File: src/rtl/mem_stage.sv
`default_nettype none

// ============================================================================
//  Module      : mem_stage
//  Description : Memory pipeline stage. Splits loads and stores into single
//                byte accesses to a byte-wide arbiter port, assembles load
//                data little-endian, extends it by instruction type and
//                stalls the pipeline until the access completes.
//  Revision    : 1.0 - initial release
// ============================================================================

`ifndef InstTypeBus
`define InstTypeBus 3:0
`define LB  4'd0
`define LH  4'd1
`define LW  4'd2
`define LBU 4'd3
`define LHU 4'd4
`define SB  4'd5
`define SH  4'd6
`define SW  4'd7
`endif

module mem_stage (
   input  logic                 clk_in,
   input  logic                 rst_in,
   input  logic                 rd_in,
   input  logic [4:0]           rd_addr_in,
   input  logic [31:0]          rd_val_in,
   input  logic [`InstTypeBus]  inst_type_in,
   input  logic                 load_in,
   input  logic                 store_in,
   input  logic [31:0]          mem_addr_in,
   input  logic [31:0]          mem_val_in,
   input  logic                 mem_byte_ack,
   input  logic [7:0]           mem_byte_din,
   output logic                 mem_byte_req,
   output logic                 mem_byte_wr,
   output logic [31:0]          mem_byte_addr,
   output logic [7:0]           mem_byte_dout,
   output logic                 rd_out,
   output logic [4:0]           rd_addr_out,
   output logic [31:0]          rd_val_out,
   output logic                 stallreq_from_mem,
   output logic                 mem_done
);

   typedef enum logic [1:0] {
      S_IDLE   = 2'd0,
      S_ACCESS = 2'd1,
      S_DONE   = 2'd2
   } state_t;

   state_t               r_state;
   state_t               w_next;
   logic                 r_is_load;
   logic [`InstTypeBus]  r_type;
   logic [31:0]          r_addr;
   logic [31:0]          r_val;
   logic                 r_rd;
   logic [4:0]           r_rd_addr;
   logic [1:0]           r_idx;
   logic [31:0]          r_buf;
   logic [1:0]           w_last_idx;
   logic [7:0]           w_wr_byte;
   logic [31:0]          w_load_val;

   // Index of the final byte for the latched type; unknown types move a word.
   always_comb begin
      w_last_idx = 2'd3;
      case (r_type)
         `LB, `LBU, `SB: w_last_idx = 2'd0;
         `LH, `LHU, `SH: w_last_idx = 2'd1;
         default:        w_last_idx = 2'd3;
      endcase
   end

   // Select the store byte for the current index and extend the load buffer.
   always_comb begin
      w_wr_byte = r_val[7:0];
      case (r_idx)
         2'd0: w_wr_byte = r_val[7:0];
         2'd1: w_wr_byte = r_val[15:8];
         2'd2: w_wr_byte = r_val[23:16];
         2'd3: w_wr_byte = r_val[31:24];
         default: w_wr_byte = r_val[7:0];
      endcase
      w_load_val = r_buf;
      case (r_type)
         `LB:     w_load_val = {{24{r_buf[7]}}, r_buf[7:0]};
         `LBU:    w_load_val = {24'd0, r_buf[7:0]};
         `LH:     w_load_val = {{16{r_buf[15]}}, r_buf[15:0]};
         `LHU:    w_load_val = {16'd0, r_buf[15:0]};
         default: w_load_val = r_buf;
      endcase
   end

   // State register plus request latches, byte index and load assembly buffer.
   always_ff @(posedge clk_in) begin
      if (rst_in) begin
         r_state   <= S_IDLE;
         r_is_load <= 1'b0;
         r_type    <= '0;
         r_addr    <= 32'd0;
         r_val     <= 32'd0;
         r_rd      <= 1'b0;
         r_rd_addr <= 5'd0;
         r_idx     <= 2'd0;
         r_buf     <= 32'd0;
      end else begin
         r_state <= w_next;
         case (r_state)
            S_IDLE: begin
               if (load_in || store_in) begin
                  // Load wins when both are asserted.
                  r_is_load <= load_in;
                  r_type    <= inst_type_in;
                  r_addr    <= mem_addr_in;
                  r_val     <= mem_val_in;
                  r_rd      <= rd_in;
                  r_rd_addr <= rd_addr_in;
                  r_idx     <= 2'd0;
                  r_buf     <= 32'd0;
               end
            end
            S_ACCESS: begin
               if (mem_byte_ack) begin
                  if (r_is_load) begin
                     case (r_idx)
                        2'd0: r_buf[7:0]   <= mem_byte_din;
                        2'd1: r_buf[15:8]  <= mem_byte_din;
                        2'd2: r_buf[23:16] <= mem_byte_din;
                        2'd3: r_buf[31:24] <= mem_byte_din;
                        default: r_buf[7:0] <= mem_byte_din;
                     endcase
                  end
                  if (r_idx != w_last_idx) begin
                     r_idx <= r_idx + 2'd1;
                  end
               end
            end
            default: begin
            end
         endcase
      end
   end

   // Next state and all outputs; reset forces every output low.
   always_comb begin
      w_next            = r_state;
      mem_byte_req      = 1'b0;
      mem_byte_wr       = 1'b0;
      mem_byte_addr     = 32'd0;
      mem_byte_dout     = 8'd0;
      rd_out            = 1'b0;
      rd_addr_out       = 5'd0;
      rd_val_out        = 32'd0;
      stallreq_from_mem = 1'b0;
      mem_done          = 1'b0;
      if (rst_in) begin
         w_next = S_IDLE;
      end else begin
         case (r_state)
            S_IDLE: begin
               if (load_in || store_in) begin
                  stallreq_from_mem = 1'b1;
                  w_next            = S_ACCESS;
               end else begin
                  rd_out      = rd_in;
                  rd_addr_out = rd_addr_in;
                  rd_val_out  = rd_val_in;
               end
            end
            S_ACCESS: begin
               stallreq_from_mem = 1'b1;
               mem_byte_req      = 1'b1;
               mem_byte_wr       = ~r_is_load;
               mem_byte_addr     = r_addr + {30'd0, r_idx};
               mem_byte_dout     = w_wr_byte;
               if (mem_byte_ack && (r_idx == w_last_idx)) begin
                  w_next = S_DONE;
               end
            end
            S_DONE: begin
               mem_done    = 1'b1;
               rd_out      = r_rd & r_is_load;
               rd_addr_out = r_rd_addr;
               rd_val_out  = r_is_load ? w_load_val : 32'd0;
               w_next      = S_IDLE;
            end
            default: begin
               w_next = S_IDLE;
            end
         endcase
      end
   end

endmodule

`default_nettype wire

File: config.mk
export PLATFORM = sky130hd
export DESIGN_NAME = mem_stage
export DESIGN_NICKNAME = d
export VERILOG_FILES = /design/src/rtl/mem_stage.sv
export SDC_FILE = /design/constraint.sdc
export NUM_CORES = 1
export LEC_CHECK = 0
export BUFFER_PORTS_ARGS = -buffer_cell sky130_fd_sc_hd__buf_2
export CELL_PAD_IN_SITES_DETAIL_PLACEMENT = 2
export CELL_PAD_IN_SITES_GLOBAL_PLACEMENT = 2
export CORE_UTILIZATION = 30
export DETAILED_ROUTE_END_ITERATION = 8
export PLACE_DENSITY_LB_ADDON = 0.1
export REMOVE_ABC_BUFFERS = 1
export SLEW_MARGIN = 40
export SYNTH_ARGS = -nofsm -noshare
export SYNTH_HDL_FRONTEND = slang
export SYNTH_SLANG_ARGS = --single-unit
File: constraint.sdc
create_clock -name clk_in -period 4.7 [get_ports clk_in]
set_clock_uncertainty 0.05 [all_clocks]
set_input_delay 0.94 -clock clk_in [delete_from_list [all_inputs] [get_ports clk_in]]
set_output_delay 0.94 -clock clk_in [all_outputs]
set_load 0.01 [all_outputs]
==> results of run 1 <==
-- final cells by class --
| cell class | instances | area share |
|---|---|---|
| clock buffer | 10 | 0.03039 |
| multi-input combinational | 613 | 0.4647 |
| sequential | 111 | 0.2950 |
| tap | 265 | 0.04401 |
| timing repair buffer | 210 | 0.1432 |
| clock inverter | 6 | 0.01528 |
| inverter | 15 | 0.007474 |
-- synth_stat cells (all sizes together), types with 2 or more instances --
library cell  count
and2             12
a22oi            16
or3               6
nand2           193
xor2             10
ha                6
a222oi            8
nand4             5
mux2i            33
a21o              9
nand2b            5
and3              2
nor2             99
nor4              8
a211oi            2
nor2b             3
a21oi           117
o211ai           16
buf              31
and4              5
o21ai             7
o21bai            2
inv              15
xnor2            17
clkbuf           30
dfxtp           111
nand3            10
nor3              9
-- worst min-delay path, cell delays in order, from the launching register on --
cell	delay [ns]
dfxtp_1	0.31
nand2_1	0.05
a21oi_1	0.05
-- through the flow --
| step | cell area, µm² | worst slack (ns) |
|---|---|---|
| after CTS | 7532 | 0.8274 |
| after floorplan | 5744 | -1.085 |
| after global routing | 7533 | 0.6745 |
| final | 7533 | 0.9166 |
| after detailed placement | 7188 | 1.146 |
| after global placement | 7182 | 1.209 |
-- cell families after synthesis --
group	synth area share
multiplexers	0.05651
XOR/XNOR	0.03912
adder cells (fa/ha/maj)	0.01573
flip-flops	0.3676
AND/OR/NAND/NOR	0.2693
buffers and inverters	0.05899
AO/OA/AOI/OAI	0.1927
-- metal layers --
metal / vias up / global-route usage / share of wire
met1: 2934 / 0.2543 / 0.46
met3: 12 / 0.03132 / 0.048
met4: 0 / 0.06103 / 0.011
met2: 127 / 0.3621 / 0.48
met5: - / 0 / 0
li1: 3026 / - / -
-- power by group through the flow --
stage | clock [µW] | combinational, µW | sequential (µW)
global route | 970 | 697 | 1150
finish | 904 | 618 | 1130
CTS | 939 | 635 | 1130
global placement | 0 | 615 | 1150
detailed placement | 0 | 629 | 1150
floorplan | 0 | 407 | 1120
-- registers in the layout, summed over array words and instances, names as in the netlist --
signal	flops
r_type	4
r_rd	1
r_addr	32
r_buf	32
r_rd_addr	5
r_state	2
r_is_load	1
r_idx	2
r_val	32
-- final timing paths --
kind | from | endpoint | slack (ns) | depth (start not counted)
setup / recovery | r_state[0] | mem_byte_addr[31] | 0.92 | 7
hold reg to reg | r_val[15] | r_val[15] | 0.41 | 2
hold / removal | r_val[15] | r_val[15] | 0.41 | 2
setup reg to reg | r_state[0] | r_val[23] | 1.90 | 6
==> run_results.csv, run 1 <==
group,metric,value,unit
outcome,outcome,"completed",
synth,yosys_warnings,0,
synth,synth_top_flop_cell,"dfxtp_1",
floorplanning,dieWidth,143.9,µm
worst_setup_path,worst_path_dominant_cell_family,"flip-flops",
detailed_routing,vias,6099,
detailed_routing,postRouteAntennaNets,0,
detailed_routing,detail_route.first_pass.iterations,5,
sta,worst_slew_margin_rel,0.4928,
detailed_routing,wire_per_inst,16.73,µm
placed_design,dp_hpwl,14.51,mm
sta,finalWorstPathRequiredPeriod,3.783,ns
synth,synth_area_leaders,"dfxtp_1 (37%), nand2_1 (12%), a21oi_1 (9.4%), nor2_1 (6.1%), mux2i_1 (5.5%)",
detailed_routing,postRouteWirelength,20.58,mm
layout,diodes,0,
pwr,power_density,352.0,mW/mm²
synth,yosysUniqueCellTypes,56,
clock_tree,clock_sinks,111,
placed_design,globalplace.congestion,0.6954,
pwr,clkPwrFrac,0.341,
worst_setup_path,timing.critical_path.required,3.71,ns
pwr,leakagePower,0.003196,µW
global_routing,track_usage,0.2049,
synth,netlist.top_cell.by_area,"dfxtp_1",
pwr,power.internal,1790,µW
layout,mostFrequentLayoutCell,"buf_2",
layout,multi_input_area,0.003501,mm²
pwr,irDropWorstVdd,0.0001763,V
worst_setup_path,critPathSlowestCell,"dfxtp_1",
floorplanning,die_height,143.9,µm
worst_setup_path,worst-path-buf-inv,2,
layout,fillers,2368,
floorplanning,core_region_area,0.01959,mm²
sta,holdWs,0.4090,ns
pwr,sequentialPowerShare,0.426,
layout,final_util,0.3846,
synth,synth_largest_type_area_fraction,0.3676,
sta,post-route-period-util,0.8050,
synth,synth.avg_cell_area,7.556,µm²
worst_setup_path,critical_path.startpoint_type,"flip-flop",
clock_tree,cell_at_the_root_of_the_clock_tree,"clkbuf_16",
sta,tightest_slew,0.7602,ns
synth,synth-edff-count,0,
global_routing,antenna_found_initial,0,
synth,syn_area,0.006045,mm²
synth,synth_seq_cells,111,
pwr,comb_power_share,0.233,
clock_tree,cts-buffers-inserted,9,
clock_tree,cts_tree,"yes",
floorplanning,floorplan.initialDensity,0.3086,
worst_setup_path,cp.arrival,2.79,ns
global_routing,first_global_vias,6374,
layout,drive_gt1_frac,0.2601,
floorplanning,placementRows,51,
synth,synth_sequential_area_ratio,0.3676,
worst_setup_path,critPathMaxStageDelay,0.81,ns
global_routing,maximum_number_of_pins_on_one_net_before_global_route_repair,66,
clock_tree,clock_latency,0.35,ns
worst_setup_path,crit_type,"reg -> out",
layout,final_cell_mix,"buf_2 (199), nand2_1 (192), a21oi_1 (113), dfxtp_1 (111), nor2_1 (99)",
detailed_routing,initialDrtViolationCount,191,
clock_tree,cts.hold.buffers_added,0,
clock_tree,ctsLongestPathBuffers,2,
sta,setup_viol_count_final,0,
sta,setup-tns-final,0,ns
clock_tree,cts.clk_slew.worst_paths,0.08,ns
clock_tree,htree_num_levels,3,
worst_setup_path,cp_cell_sequence,"nor2b_1, nand2b_2, inv_1, nand2_1, a31oi_1, a41o_1, buf_2",
pwr,power.total,2652,µW
global_routing,grt-ovfl-total,0,
sta,timing.fmax,264.3,MHz
worst_setup_path,critical_path.endpoint_type,"output pin",
sta,hold_viol_final,0,
clock_tree,cts_repair_resize_count,0,
sta,rsz0062_at_grt,"no",
layout,layout.area.seq,0.002222,mm²
detailed_routing,drt-vias-per-instance,4.959,
synth,async_reset_ff_frac,0,
worst_setup_path,critical_path.max_fanout,24,
synth,syn_inst,800,
layout,nNetsFinal,1086,
clock_tree,postCtsSetupBuffers,0,
detailed_routing,remaining_drc_errors,0,
flow_run,cap_violations,0,
min_path,hold_class,"reg -> reg",
layout,area.growth.synth_to_final,24.63,%
sta,maxSlewViolCount,0,
placed_design,placedCellCount,1214,
layout,number_of_standard_cells_in_the_final_layout_excluding_fillers,1230,
floorplanning,floorplan.io_pins,201,
pwr,power.share.switching,0.3251,
global_routing,grt_first_pass_wirelength,32.97,mm
floorplanning,fp.dieArea,0.02072,mm²
pwr,switchingPower,862.1,µW
placed_design,port_buffers,200,
No activity file was read; power rests on OpenSTA's default activity.
==> run 2, diff against run 1 <==
CORE_UTILIZATION = 25   (was 30)
clock period = 3.2 ns   (was 4.7 ns; I/O delays follow)
==> run_results.csv, run 2 (synthesis gave the netlist of run 1 again) <==
group,metric,value,unit
global_routing,global_route_met1_usage,0.2264,
placed_design,port_buffers,200,
pwr,irDropWorstVdd,0.0003192,V
clock_tree,cts.clk_slew.worst_paths,0.08,ns
sta,setup-tns-final,0,ns
floorplanning,core_region_area,0.02361,mm²
layout,layout.area.seq,0.002223,mm²
global_routing,globalRouteMet2Util,0.3030,
global_routing,gr-max-usage-layer,"met2",
outcome,outcome,"completed",
sta,worst_slew_margin_rel,0.4835,
clock_tree,clock_sinks,111,
floorplanning,die_height,157.5,µm
placed_design,placedCellCount,1275,
layout,mostFrequentLayoutCell,"buf_2",
global_routing,grt_first_pass_wirelength,33.62,mm
pwr,power_density,523.8,mW/mm²
sta,finalWorstPathRequiredPeriod,2.981,ns
layout,nNetsFinal,1093,
layout,diodes,0,
global_routing,track_usage,0.1745,
sta,hold_viol_final,0,
global_routing,maximum_number_of_pins_on_one_net_before_global_route_repair,69,
clock_tree,cts_tree,"yes",
min_path,hold_class,"reg -> reg",
worst_setup_path,critical_path.endpoint_type,"output pin",
floorplanning,floorplan.io_pins,201,
global_routing,global_route.usage.met3,0.03414,
floorplanning,placementRows,56,
worst_setup_path,cp.arrival,2.29,ns
placed_design,globalplace.congestion,0.6868,
floorplanning,dieWidth,157.5,µm
flow_run,cap_violations,0,
worst_setup_path,reg_to_reg_slack_setup,0.77,ns
layout,final_cell_mix,"buf_2 (199), nand2_1 (192), a21oi_1 (113), dfxtp_1 (110), nor2_1 (99)",
detailed_routing,wire_per_inst,16.59,µm
placed_design,dp_hpwl,15.23,mm
pwr,power.total,4034,µW
clock_tree,cts.hold.buffers_added,0,
clock_tree,ctsLongestPathBuffers,2,
worst_setup_path,timing.critical_path.required,2.51,ns
layout,drive_gt1_frac,0.2685,
sta,maxSlewViolCount,0,
detailed_routing,remaining_drc_errors,0,
worst_setup_path,critical_path.max_fanout,7,
detailed_routing,initialDrtViolationCount,215,
sta,rsz0062_at_grt,"no",
sta,setup_viol_count_final,0,
layout,area.growth.synth_to_final,27.41,%
clock_tree,clock_latency,0.35,ns
detailed_routing,postRouteWirelength,21.42,mm
global_routing,first_global_vias,6203,
clock_tree,cts-buffers-inserted,9,
clock_tree,htree_num_levels,3,
clock_tree,cell_at_the_root_of_the_clock_tree,"clkbuf_16",
global_routing,antenna_found_initial,1,
detailed_routing,detail_route.first_pass.iterations,6,
floorplanning,floorplan.initialDensity,0.2560,
detailed_routing,vias,6092,
sta,holdWs,0.4111,ns
layout,regs_by_ff_count,"r_addr: 32 flops, r_buf: 32 flops, r_val: 32 flops",
placed_design,dpl_cell_area,0.007315,mm²
sta,tightest_slew,0.7748,ns
layout,number_of_standard_cells_in_the_final_layout_excluding_fillers,1291,
worst_setup_path,critical_path.startpoint_type,"flip-flop",
global_routing,grt-ovfl-total,0,
floorplanning,fp.dieArea,0.02480,mm²
sta,timing.fmax,335.5,MHz
pwr,leakagePower,0.003251,µW
layout,fillers,2848,
layout,multi_input_area,0.003505,mm²
worst_setup_path,crit_type,"reg -> out",
detailed_routing,drt-vias-per-instance,4.719,
detailed_routing,postRouteAntennaNets,0,
layout,final_design_area_no_fill,0.007701,mm²
sta,post-route-period-util,0.9314,
run 2: area by class of cell:
cell class | instances | share of cell area
clock inverter | 7 | 0.01933
tap | 319 | 0.05183
inverter | 15 | 0.007311
sequential | 111 | 0.2887
timing repair buffer | 217 | 0.1485
multi-input combinational | 613 | 0.4551
clock buffer | 9 | 0.02924
run 2: worst paths after layout:
check	from	to	cells past startpoint
setup reg to reg	r_idx[0]	r_buf[5]	8
setup / recovery	r_addr[18]	mem_byte_addr[31]	6
hold / removal	r_rd_addr[2]	r_rd_addr[2]	2
hold reg to reg	r_rd_addr[2]	r_rd_addr[2]	2
run 2: repair_timing:
action	4_1_cts	5_1_grt
setup buffers	0	0
setup endpoints to repair	0	8
gates resized for setup	0	3
run 2: routing by layer:
| metal | vias up | share of wire |
|---|---|---|
| li1 | 3037 | - |
| met1 | 2927 | 0.48 |
| met2 | 118 | 0.47 |
| met3 | 8 | 0.040 |
| met4 | 2 | 0.0049 |
| met5 | - | 0.00061 |
run 2: report_power, final:
group / total (µW) / switching (µW) / internal (µW) / leakage, µW
clock network: 1430 / 575 / 857 / 0.000183
logic: 958 / 602 / 355 / 0.00216
registers: 1640 / 123 / 1520 / 0.000912
run 2: metrics by stage:
stage                     setup slack, ns  utilization
after floorplan                    -2.444            -
after global placement             0.5344       0.3098
after detailed placement           0.4431       0.3098
after CTS                         0.04006       0.3256
after global routing              0.04535       0.3261
final                              0.2194       0.3261
run 2: worst max-delay path, cell delays in order, from the launching register on:
cell	delay, ns
dfxtp_1	0.43
nand3_2	0.12
or3_1	0.55
nor3_4	0.35
a31oi_1	0.13
a41o_1	0.23
buf_2	0.14
==> run 3, diff against run 2 <==
CORE_MARGIN = 1.5   (was not set)
==> run_results.csv, run 3 (synthesis gave the netlist of run 1 again) <==
group,metric,value,unit
sta,maxSlewViolCount,0,
global_routing,grt-ovfl-total,0,
worst_setup_path,worst_path_dominant_cell_family,"simple AND/OR/NAND/NOR gates",
placed_design,globalplace.congestion,0.7108,
layout,drive_gt1_frac,0.2682,
detailed_routing,initialDrtViolationCount,226,
sta,rsz0062_at_grt,"no",
layout,area.growth.synth_to_final,26.81,%
floorplanning,fp.dieArea,0.02512,mm²
worst_setup_path,crit_type,"reg -> out",
detailed_routing,vias,6104,
floorplanning,dieWidth,158.5,µm
worst_setup_path,critPathMaxStageDelay,0.55,ns
sta,hold_viol_final,0,
layout,mostFrequentLayoutCell,"buf_2",
detailed_routing,drt-vias-per-instance,4.724,
layout,multi_input_area,0.003511,mm²
clock_tree,cell_at_the_root_of_the_clock_tree,"clkbuf_16",
detailed_routing,postRouteAntennaNets,0,
flow_run,cap_violations,0,
layout,nNetsFinal,1094,
clock_tree,cts_tree,"yes",
clock_tree,cts-buffers-inserted,9,
clock_tree,ctsLongestPathBuffers,2,
detailed_routing,wire_per_inst,16.64,µm
worst_setup_path,critical_path.startpoint_type,"flip-flop",
sta,timing.fmax,335.3,MHz
global_routing,antenna_found_initial,1,
layout,regs_by_ff_count,"r_addr: 32 flops, r_buf: 32 flops, r_val: 32 flops",
global_routing,grt_first_pass_wirelength,34.53,mm
pwr,power_density,500.4,mW/mm²
layout,diodes,0,
min_path,hold_class,"reg -> reg",
global_routing,maximum_number_of_pins_on_one_net_before_global_route_repair,75,
sta,setup_viol_count_final,0,
clock_tree,clock_sinks,111,
floorplanning,die_height,158.5,µm
worst_setup_path,timing.critical_path.required,2.51,ns
global_routing,first_global_vias,6519,
pwr,leakagePower,0.003233,µW
sta,tightest_slew,0.7486,ns
worst_setup_path,cp_cell_sequence,"nand3_2, or3_1, nor3_4, a31oi_1, a41o_1, buf_2",
floorplanning,core_region_area,0.02361,mm²
worst_setup_path,worst-path-buf-inv,1,
placed_design,port_buffers,200,
clock_tree,cts.clk_slew.worst_paths,0.08,ns
detailed_routing,remaining_drc_errors,0,
worst_setup_path,critical_path.endpoint_type,"output pin",
sta,worst_slew_margin_rel,0.5009,
worst_setup_path,cp.arrival,2.29,ns
worst_setup_path,critPathSlowestCell,"or3_1",
pwr,power.total,3835,µW
pwr,irDropWorstVdd,0.0002184,V
placed_design,dp_hpwl,15.38,mm
sta,holdWs,0.4082,ns
layout,layout.area.seq,0.002222,mm²
layout,final_cell_mix,"buf_2 (199), nand2_1 (192), a21oi_1 (113), dfxtp_1 (111), nor2_1 (99)",
clock_tree,clock_latency,0.36,ns
outcome,outcome,"completed",
floorplanning,floorplan.initialDensity,0.2560,
clock_tree,cts.hold.buffers_added,0,
floorplanning,placementRows,56,
layout,fillers,2889,
clock_tree,htree_num_levels,3,
detailed_routing,detail_route.first_pass.iterations,5,
sta,finalWorstPathRequiredPeriod,2.983,ns
sta,post-route-period-util,0.9321,
worst_setup_path,critical_path.max_fanout,7,
detailed_routing,postRouteWirelength,21.50,mm
global_routing,track_usage,0.1766,
floorplanning,floorplan.io_pins,201,
[run 3: cell types whose count changed in the layout (fill, tap and decap cells not counted), sizes merged]
cell    delta
clkinv     +3
buf        +1
bufinv     -3
[run 3: final cells by class]
class,instances,share of cell area
Clock inverter,7,0.01306
Timing Repair Buffer,218,0.1502
Clock buffer,9,0.02938
Multi-Input combinational cell,613,0.4580
Sequential cell,111,0.2899
Tap cell,319,0.05207
Inverter,15,0.007346
[run 3: path summary, 6_finish.rpt]
kind | startpoint | to | slack [ns] | depth (start not counted)
max | r_addr[18] | mem_byte_addr[31] | 0.22 | 6
min reg2reg | r_rd | r_rd | 0.41 | 2
min | r_rd | r_rd | 0.41 | 2
max reg2reg | r_idx[0] | r_buf[18] | 1.01 | 7
[run 3: power by group]
| part | switching [µW] | internal [µW] |
|---|---|---|
| Clock | 594 | 635 |
| Sequential | 123 | 1520 |
| Combinational | 603 | 360 |
[run 3: routing by layer]
metal	part of all wire	track usage	vias up
met2	0.47	0.3040	131
met3	0.048	0.03729	11
met5	0.00051	0	-
met1	0.48	0.2292	2929
met4	0.0062	0.02937	2
li1	-	-	3031
[run 3: stage by stage]
step / TNS (ns) / setup WS (ns) / util / cells / area (µm²)
floorplan: -172.04 / -2.444 / - / 739 / 5744
global placement: 0 / 0.5762 / 0.3101 / 1276 / 7322
detailed placement: 0 / 0.4934 / 0.3101 / 1276 / 7322
CTS: 0 / 0.07571 / 0.3239 / 1292 / 7647
global route: 0 / 0.007050 / 0.3246 / 1292 / 7665
finish: 0 / 0.2172 / 0.3246 / 1292 / 7665
[run 3: worst reg2reg max path, cell delays in order, from the launching register on]
cell and delay (ns):
dfxtp_1 0.32, buf_4 0.16, inv_1 0.12, ha_1 0.50, inv_1 0.16, a21oi_4 0.45
mux2i_1 0.25, nor2_1 0.05
[run 3: repair_timing]
item	4_1_cts	5_1_grt
endpoints found under the setup margin	0	6
resized for setup	0	3
buffers inserted	0	0
